===== src/rtl/rc4_pkg.sv =====
// ----------------------------------------------------------------------------
// rc4_pkg - shared types and constants for the RC4 PRGA decrypt stage. Rev 1.0
// ----------------------------------------------------------------------------
`default_nettype none

package rc4_pkg;

  localparam int RC4_S_SIZE          = 256;
  localparam int RC4_S_ADDR_W        = $clog2(RC4_S_SIZE);
  localparam int RC4_MSG_LEN_DEFAULT = 32;

  localparam logic [7:0] RC4_CHAR_LO    = 8'h61;
  localparam logic [7:0] RC4_CHAR_HI    = 8'h7A;
  localparam logic [7:0] RC4_CHAR_SPACE = 8'h20;

  typedef enum logic [3:0] {
    ST_IDLE    = 4'd0,
    ST_INIT    = 4'd1,
    ST_INC_I   = 4'd2,
    ST_RD_SI_A = 4'd3,
    ST_RD_SI_B = 4'd4,
    ST_CALC_J  = 4'd5,
    ST_RD_SJ_A = 4'd6,
    ST_RD_SJ_B = 4'd7,
    ST_WR_I    = 4'd8,
    ST_WR_J    = 4'd9,
    ST_RD_F_A  = 4'd10,
    ST_RD_F_B  = 4'd11,
    ST_WR_D    = 4'd12,
    ST_CHECK   = 4'd13,
    ST_DONE    = 4'd14
  } prga_state_t;

  // Plaintext alphabet accepted by the optional validity check.
  function automatic logic is_plain_char(input logic [7:0] b);
    return ((b >= RC4_CHAR_LO) && (b <= RC4_CHAR_HI)) || (b == RC4_CHAR_SPACE);
  endfunction

endpackage

`default_nettype wire


===== src/rtl/rc4_char_check.sv =====
// ----------------------------------------------------------------------------
// rc4_char_check - flags whether a decrypted byte is lowercase text or space.
// Used only when RC4_PRGA_CHAR_CHECK_EN is defined. Rev 1.0
// ----------------------------------------------------------------------------
`default_nettype none

module rc4_char_check
  import rc4_pkg::*;
(
  input  logic [7:0] char_in,
  output logic       valid
);

  assign valid = is_plain_char(char_in);

endmodule

`default_nettype wire


===== src/rtl/rc4_prga_decrypt.sv =====
// ----------------------------------------------------------------------------
// rc4_prga_decrypt - RC4 PRGA over s_RAM, XOR-decrypts the message ROM into
// the decrypted RAM. Macro RC4_PRGA_CHAR_CHECK_EN: abort on non-text. Rev 1.0
// ----------------------------------------------------------------------------
`default_nettype none

module rc4_prga_decrypt
  import rc4_pkg::*;
#(
  parameter int MSG_LEN = RC4_MSG_LEN_DEFAULT,
  parameter int ADDR_W  = 5
) (
  input  logic              clock,
  input  logic              i_reset,
  input  logic              start,
  output logic              finish,
  output logic              key_valid,
  output logic [7:0]        s_address,
  output logic [7:0]        s_data,
  output logic              s_wren,
  input  logic [7:0]        s_q,
  output logic [ADDR_W-1:0] rom_address,
  input  logic [7:0]        rom_q,
  output logic [ADDR_W-1:0] d_address,
  output logic [7:0]        d_data,
  output logic              d_wren
);

  localparam logic [ADDR_W:0] K_LAST = (ADDR_W+1)'(MSG_LEN - 1);
  localparam logic [ADDR_W:0] K_ONE  = (ADDR_W+1)'(1);

  prga_state_t state;

  logic [RC4_S_ADDR_W-1:0] i;
  logic [RC4_S_ADDR_W-1:0] j;
  logic [7:0]              si;
  logic [7:0]              sj;
  logic [7:0]              f;
  logic [ADDR_W:0]         k;

  logic [7:0] dec_byte;

  assign dec_byte = f ^ rom_q;

`ifdef RC4_PRGA_CHAR_CHECK_EN
  logic byte_ok;

  rc4_char_check u_char_check (
    .char_in (dec_byte),
    .valid   (byte_ok)
  );
`endif

  always_ff @(posedge clock) begin
    if (i_reset) begin
      state     <= ST_IDLE;
      i         <= '0;
      j         <= '0;
      k         <= '0;
      si        <= '0;
      sj        <= '0;
      f         <= '0;
      key_valid <= 1'b0;
    end else begin
      case (state)
        ST_IDLE: begin
          if (start) state <= ST_INIT;
        end
        ST_INIT: begin
          i         <= '0;
          j         <= '0;
          k         <= '0;
          key_valid <= 1'b1;
          state     <= ST_INC_I;
        end
        ST_INC_I: begin
          i     <= i + 8'd1;
          state <= ST_RD_SI_A;
        end
        ST_RD_SI_A: state <= ST_RD_SI_B;
        ST_RD_SI_B: begin
          si    <= s_q;
          state <= ST_CALC_J;
        end
        ST_CALC_J: begin
          j     <= j + si;
          state <= ST_RD_SJ_A;
        end
        ST_RD_SJ_A: state <= ST_RD_SJ_B;
        ST_RD_SJ_B: begin
          sj    <= s_q;
          state <= ST_WR_I;
        end
        ST_WR_I:   state <= ST_WR_J;
        ST_WR_J:   state <= ST_RD_F_A;
        ST_RD_F_A: state <= ST_RD_F_B;
        ST_RD_F_B: begin
          f     <= s_q;
          state <= ST_WR_D;
        end
        ST_WR_D: begin
`ifdef RC4_PRGA_CHAR_CHECK_EN
          // The offending byte is still written; the run just stops here.
          if (!byte_ok) begin
            key_valid <= 1'b0;
            state     <= ST_DONE;
          end else begin
            state <= ST_CHECK;
          end
`else
          state <= ST_CHECK;
`endif
        end
        ST_CHECK: begin
          k     <= k + K_ONE;
          state <= (k == K_LAST) ? ST_DONE : ST_INC_I;
        end
        ST_DONE: state <= ST_IDLE;
        default: state <= ST_IDLE;
      endcase
    end
  end

  // s_RAM and output-RAM controls are pure decodes of the current state.
  always_comb begin
    s_address = '0;
    s_data    = '0;
    s_wren    = 1'b0;
    d_data    = '0;
    d_wren    = 1'b0;
    finish    = 1'b0;
    case (state)
      ST_RD_SI_A, ST_RD_SI_B: s_address = i;
      ST_RD_SJ_A, ST_RD_SJ_B: s_address = j;
      ST_WR_I: begin
        s_address = i;
        s_data    = sj;
        s_wren    = 1'b1;
      end
      ST_WR_J: begin
        s_address = j;
        s_data    = si;
        s_wren    = 1'b1;
      end
      ST_RD_F_A, ST_RD_F_B: s_address = si + sj;
      ST_WR_D: begin
        d_data = dec_byte;
        d_wren = 1'b1;
      end
      ST_DONE: finish = 1'b1;
      default: ;
    endcase
  end

  assign rom_address = k[ADDR_W-1:0];
  assign d_address   = k[ADDR_W-1:0];

endmodule

`default_nettype wire


===== config.mk =====
export PLATFORM = sky130hd
export DESIGN_NAME = rc4_prga_decrypt
export DESIGN_NICKNAME = d
export VERILOG_FILES = /design/src/rtl/rc4_pkg.sv /design/src/rtl/rc4_char_check.sv /design/src/rtl/rc4_prga_decrypt.sv
export SDC_FILE = /design/constraint.sdc
export NUM_CORES = 1
export LEC_CHECK = 0
export ABC_AREA = 1
export BUFFER_PORTS_ARGS = -buffer_cell sky130_fd_sc_hd__buf_2
export CORE_MARGIN = 2
export CORE_UTILIZATION = 55
export DETAILED_ROUTE_END_ITERATION = 6
export GPL_TIMING_DRIVEN = 0
export PLACE_DENSITY = 0.79
export SYNTH_ARGS = -nofsm -noshare
export SYNTH_HDL_FRONTEND = slang
export SYNTH_SLANG_ARGS = --single-unit

===== constraint.sdc =====
create_clock -name clock -period 1.8 [get_ports clock]
set_clock_uncertainty 0.05 [all_clocks]
set_input_delay 0.18 -clock clock [delete_from_list [all_inputs] [get_ports clock]]
set_output_delay 0.18 -clock clock [all_outputs]
set_load 0.005 [all_outputs]

==> metrics, run 1 <==
CTS sink count between 50 and 60; Seq/Total Area, Yosys 0.330; initial antenna violation count 0; syn_nets roughly 490; Arr. time, crit path 1.81 ns; Port Buf Inserts 55; worst skew pair latency around 0.32 ns; average wire per standard cell ~16 microns; Mapped Cells 450; crit path max fanout 4; Setup crit start kind flop; Worst setup EP type output pin; vias per cell approximately 5.8; post-route cell area between 0.004 and 0.005 sq mm; Post-Synth Simple-Gate Area 0.325; largest net degree at the start of global routing 16; worst reg2reg path depth 6; Final nets roughly 580; hold depth 3; Worst R2R Setup Slack around 0.050 ns; HPWL Detailed ~5.8 mm; Post-Synth Adder-Cell Area 0.0777; Critical path origin sj[0]; grt ovf 0; reg2reg end j[2]; clk buf depth 2; setup TNS -1.84 ns; Chip Width 79.0 microns; pwr/cell area ~570 mW/mm^2; synth unique cells 31; drt pass-1 iters 5; data required time of the critical path 1.57 ns; top-level I/O count 57; largest family of logic cells by synthesized area simple AND/OR/NAND/NOR gates; Routed Antenna Nets 0; core area around 0.0055 sq mm; Tightest Pin Transition 0.582 ns; area growth from synthesis to layout 33.2%; Max Slew Vio Count 0; TritonCTS clock tree built; peak supply drop roughly 0.00043 V; unrepaired setup endpoints after global routing true; Final min period roughly 2.0 ns; setup violators final 16; DIE HEIGHT about 79 microns; Placed Area 0.00346 sq mm; Tcrit/Tclk final 1.13; XOR/XNOR share of the synthesized area 0.0283; Compound-Gate Fraction of Synth Area 0.161; vias in the first global route between 3000 and 4000; dpl ws -0.0618 ns; post-synthesis mux area share 0; Initial Util 0.565; first-pass GRT wire length approximately 14 mm; status finished, violations left; GPL Wtd Cong ~0.87; Worst Hold Class in -> reg; Crit Path Class reg -> out; cell at the root of the clock tree clkbuf_8; CTS buffer count 5; Final Hold Fails 0; Netlist Area Pre-Place 0.00309 sq mm; DR DRC count 0; Post-Route WL between 9 and 10 mm; # fillers around 390; GRT Overall Usage 0.274; vias approximately 3500; # rows 27; Post-Syn Area per Cell 6.87 sq um; max_cap viols 0; clk slew on worst S/H paths around 0.09 ns; failing checks negative setup slack; hold endpoint sj[1]; H-tree depth 2; Max Clock Freq 0.490 GHz; hold_buf cts 0; die area 0.00624 sq mm; #FFs+latches synth 51; Yosys Warn Count 0; reg2reg start si[0]; Pleak about 1.9 nW; Ant. Diodes 0; layout cell share with drive strength beyond 1 0.334; Final Worst Setup Slack -0.241 ns; First DRT Iteration DRCs roughly 330; worst hold start s_q[1]; Slew headroom 0.612
-- timing repair --
action	CTS	global route
endpoints found under the setup margin	24	20
buffers inserted	14	12
gates resized for setup	71	30
pin swaps	12	15
-- layout by cell type, fill, tap and decap left out, types with 5 or more instances in the layout --
cell type / Yosys / layout
nand2_1: 100 / 90
nor2_1: 80 / 73
buf_2: 1 / 54
dfxtp_1: 51 / 33
inv_1: 36 / 31
o21ai_0: 32 / 31
buf_4: 10 / 31
a21oi_1: 29 / 26
nand3_1: 28 / 23
nor2_4: 6 / 11
dfxtp_2: 0 / 10
xnor2_1: 9 / 9
ha_1: 16 / 9
dfxtp_4: 0 / 8
buf_6: 0 / 7
nand2_2: 1 / 7
ha_4: 0 / 7
clkbuf_8: 0 / 6
a32o_1: 8 / 5
nand3_2: 0 / 5
nand4_1: 5 / 5
nor2_2: 3 / 5
clkbuf_1: 5 / 5
nor3_1: 5 / 5
-- where the power goes --
| group | leakage, nW | internal (mW) | switching (mW) |
|---|---|---|---|
| logic | 1.44 | 0.126 | 0.212 |
| registers | 0.423 | 1.15 | 0.0435 |
| clock network | 0.0612 | 0.450 | 0.385 |
| total | 1.93 | 1.72 | 0.641 |
-- logic make-up after synthesis --
| logic type | after synthesis |
|---|---|
| AOI/OAI and AO/OA | 83 |
| xor gates and xnor gates | 10 |
| adders and majority gates | 18 |
| buffers and inverters | 54 |
| DFF | 51 |
| and+or+nand+nor | 234 |
-- worst max-delay path: stages, from the launching register on --
cell and delay [ns]:
dfxtp_2 0.35, ha_4 0.16, fa_2 0.39, or2_2 0.30, nand3_2 0.08, nand3_1 0.08, buf_2 0.13
-- sequential cells by signal, summed over array words and instances (netlist names) --
register and flops:
j 8, i 8, key_valid 1, si 8, k 6, sj 8, f 8, state 4
-- area by class of cell --
type | count | area [sq um] | share of cell area
clock buffers | 6 | 82.6 | 0.0201
plain buffers | 16 | 105 | 0.0255
repair buffers | 81 | 495 | 0.120
multi-input cells | 345 | 2090 | 0.508
well taps | 72 | 90.1 | 0.0219
flip-flops and latches | 51 | 1060 | 0.258
clock inverters | 2 | 35.0 | 0.00851
inverters | 38 | 155 | 0.0377
-- how the worst max path moves through the flow --
| stage | endpoint | depth (start not counted) | slack [ns] |
|---|---|---|---|
| after floorplan | s_address[2] | 5 | 0.20 |
| after global placement | s_address[6] | 8 | -0.06 |
| after detailed placement | s_address[6] | 8 | -0.06 |
| after CTS | s_address[6] | 8 | -0.22 |
| after global routing | s_address[6] | 8 | -0.31 |
| final | s_address[2] | 6 | -0.24 |
-- per-layer routing --
metal	up-vias	share of wire	GRT usage
met5	-	0	0
met4	0	0.039	0.0983
met3	49	0.073	0.0534
met2	212	0.49	0.488
met1	1629	0.39	0.326
li1	1659	-	-
-- synthesized netlist by cell type, drive strengths merged --
cell type | n | area, sq um
nor2 | 89 | 387
a32o | 8 | 80.1
nand3 | 28 | 140
o211ai | 4 | 35.0
a21oi | 29 | 145
a211oi | 1 | 7.51
a21boi | 1 | 7.51
nand3b | 2 | 15.0
o21ai | 33 | 169
o21bai | 3 | 22.5
nand4 | 5 | 31.3
nor3 | 5 | 25.0
a22oi | 3 | 22.5
dfxtp | 51 | 1020
fa | 2 | 40.0
clkbuf | 5 | 18.8
xor2 | 1 | 8.76
inv | 38 | 143
buf | 11 | 80.1
or2 | 4 | 25.0
xnor2 | 9 | 78.8
nand2 | 101 | 382
ha | 16 | 200
o21a | 1 | 7.51
-- through the flow --
stage	cells	total power [mW]	utilization	hold slack (ns)
finish	611	2.36	0.752	0.0781
global route	611	2.45	0.752	0.0720
CTS	599	2.31	0.717	0.0734
detailed placement	577	1.44	0.632	0.397
global placement	577	1.43	0.632	0.388
floorplan	450	1.36	-	0.265
Note: power is estimated with default switching activity, not from simulation.
==> run 2, diff against run 1 <==
SKIP_CTS_REPAIR_TIMING = 1   (was not set)
==> run 2 against run 1 <==
Effect of this change: the run still ends with negative setup slack left; global-route usage is 3.4 points lower; combinational power is 7.7% lower; clock power is 1% higher; critical path type unchanged; largest cell class unchanged; largest power group unchanged; highest routed layer unchanged.
==> metrics, run 2 (synthesis results as in run 1) <==
crit path max fanout 4 (unchanged); GPL Wtd Cong 0.874 (unchanged); data required time of the critical path 1.57 ns (about the same); CTS buffer count 5 (unchanged); Final nets 568 (was 575); setup violators final 8 (was 16); vias 3392 (was 3549); most frequent cells in the layout 92 x nand2_1, 75 x nor2_1, 55 x buf_2, 34 x dfxtp_1, 33 x inv_1 (was 90 x nand2_1, 73 x nor2_1, 54 x buf_2, 33 x dfxtp_1); HPWL Detailed 5.76 mm (unchanged); initial antenna violation count 0 (unchanged); die area 0.00624 sq mm (unchanged); Port Buf Inserts 55 (unchanged); grt ovf 0 (unchanged); GRT Overall Usage 0.240 (was 0.274); reg2reg end j[3] (was j[2]); core area 0.00547 sq mm (unchanged); clk slew on worst S/H paths 0.09 ns (about the same); Worst R2R Setup Slack 0.05 ns (about the same); pwr/cell area 589 mW/mm^2 (was 574 mW/mm^2); Setup crit start kind flop (unchanged); PnR Total Power 2.34 mW (was 2.36 mW); Tcrit/Tclk final 1.15 (was 1.13); status finished, violations left (unchanged); worst reg2reg path depth 7 (was 6); post-route non-filler standard cell count 604 (was 611); Slew headroom 0.622 (was 0.612); Critical path origin si[0] (was sj[0]); Pleak 1.87 nW (was 1.93 nW); Chip Width 79.0 microns (unchanged); Routed Antenna Nets 0 (unchanged); # rows 27 (unchanged); commonest non-fill, non-tap cell in the layout nand2_1 (unchanged); Cell Count Post-Placement 577 (unchanged); Tightest Pin Transition 0.568 ns (was 0.582 ns); Final Worst Setup Slack -0.271 ns (was -0.241 ns); CTS sink count 51 (unchanged); vias in the first global route 2830 (was 3107); DIE HEIGHT 79.0 microns (unchanged); hold depth 3 (unchanged); largest net degree at the start of global routing 16 (unchanged); Max Slew Vio Count 0 (unchanged); Arr. time, crit path 1.84 ns (was 1.81 ns); Final min period 2.07 ns (was 2.04 ns); peak supply drop 0.000431 V (was 0.000430 V); vias per cell 5.62 (was 5.81); First DRT Iteration DRCs 258 (was 334); Ant. Diodes 0 (unchanged); area growth from synthesis to layout 28.8% (was 33.2%); unrepaired setup endpoints after global routing true (unchanged); failing checks negative setup slack (unchanged); drt pass-1 iters 5 (unchanged); first-pass GRT wire length 12.1 mm (was 13.7 mm); Initial Util 0.565 (unchanged); H-tree depth 2 (unchanged); Post-Route WL 8.85 mm (was 9.50 mm); Worst Hold Class in -> reg (unchanged); worst hold start s_q[7] (was s_q[1]); Crit Path Class reg -> out (unchanged); reg2reg start si[2] (was si[0]); Worst setup EP type output pin (unchanged); top-level I/O count 57 (unchanged); average wire per standard cell 14.6 microns (was 15.5 microns); hold endpoint f[7] (was sj[1]); Max Clock Freq 0.483 GHz (was 0.490 GHz); clk buf depth 2 (unchanged); max_cap viols 0 (unchanged); Final Hold Fails 0 (unchanged); final core utilization 0.727 (was 0.752); cell at the root of the clock tree clkbuf_8 (unchanged); # fillers 431 (was 392); TritonCTS clock tree built (unchanged); worst skew pair latency 0.31 ns (was 0.32 ns); DR DRC count 0 (unchanged); dpl ws -0.0618 ns (unchanged); layout cell share with drive strength beyond 1 0.297 (was 0.334)
run 2: cell count changes in the layout (fill, tap and decap cells not counted), sizes merged:
cell,previous run,this run
inv,37,38
clkinv,2,1
buf,92,85
run 2: area by class of cell:
type / instances / area [sq um] / area share
buffer: 16 / 105 / 0.0264
clock buffer: 6 / 82.6 / 0.0207
clock inverter: 2 / 35.0 / 0.00880
inverter: 38 / 148 / 0.0371
multi-input combinational: 345 / 2030 / 0.509
sequential: 51 / 1060 / 0.267
tap: 72 / 90.1 / 0.0226
timing repair buffer: 74 / 433 / 0.109
run 2: report_power, final:
part | leakage, nW | switching (mW) | total [mW] | internal [mW]
clock | 0.0612 | 0.393 | 0.844 | 0.450
sequential | 0.422 | 0.0406 | 1.19 | 1.15
combinational | 1.39 | 0.195 | 0.313 | 0.118
total | 1.87 | 0.629 | 2.34 | 1.72
run 2: metrics by stage:
step / hold WS (ns) / cell area, sq um / TNS [ns]
after global routing: 0.0677 / 3980 / -2.16
after detailed placement: 0.397 / 3460 / -0.162
final: 0.0772 / 3980 / -1.29
after floorplan: 0.265 / 3090 / 0
after CTS: 0.0735 / 3570 / -6.77
after global placement: 0.388 / 3460 / -0.138
run 2: worst max-delay path by stage:
| stage | cells past startpoint | to | slack, ns |
|---|---|---|---|
| after detailed placement | 8 | s_address[6] | -0.06 |
| after floorplan | 5 | s_address[2] | 0.20 |
| after global placement | 8 | s_address[6] | -0.06 |
| after global routing | 8 | s_address[4] | -0.35 |
| after CTS | 8 | s_address[6] | -0.41 |
| final | 8 | s_address[4] | -0.27 |
run 2: routing by layer:
| layer | vias up | share of wire | global-route usage |
|---|---|---|---|
| li1 | 1648 | - | - |
| met1 | 1551 | 0.41 | 0.303 |
| met2 | 165 | 0.50 | 0.415 |
| met3 | 28 | 0.062 | 0.0477 |
| met4 | 0 | 0.032 | 0.0724 |
| met5 | - | 0 | 0 |
run 2: worst max-delay path, stage by stage, from the launching register on:
cell	delay, ns
dfxtp_4	0.37
ha_4	0.16
fa_2	0.40
nand3_2	0.08
nand2_2	0.05
nand2_1	0.05
nand2_1	0.05
o211ai_1	0.21
buf_2	0.15
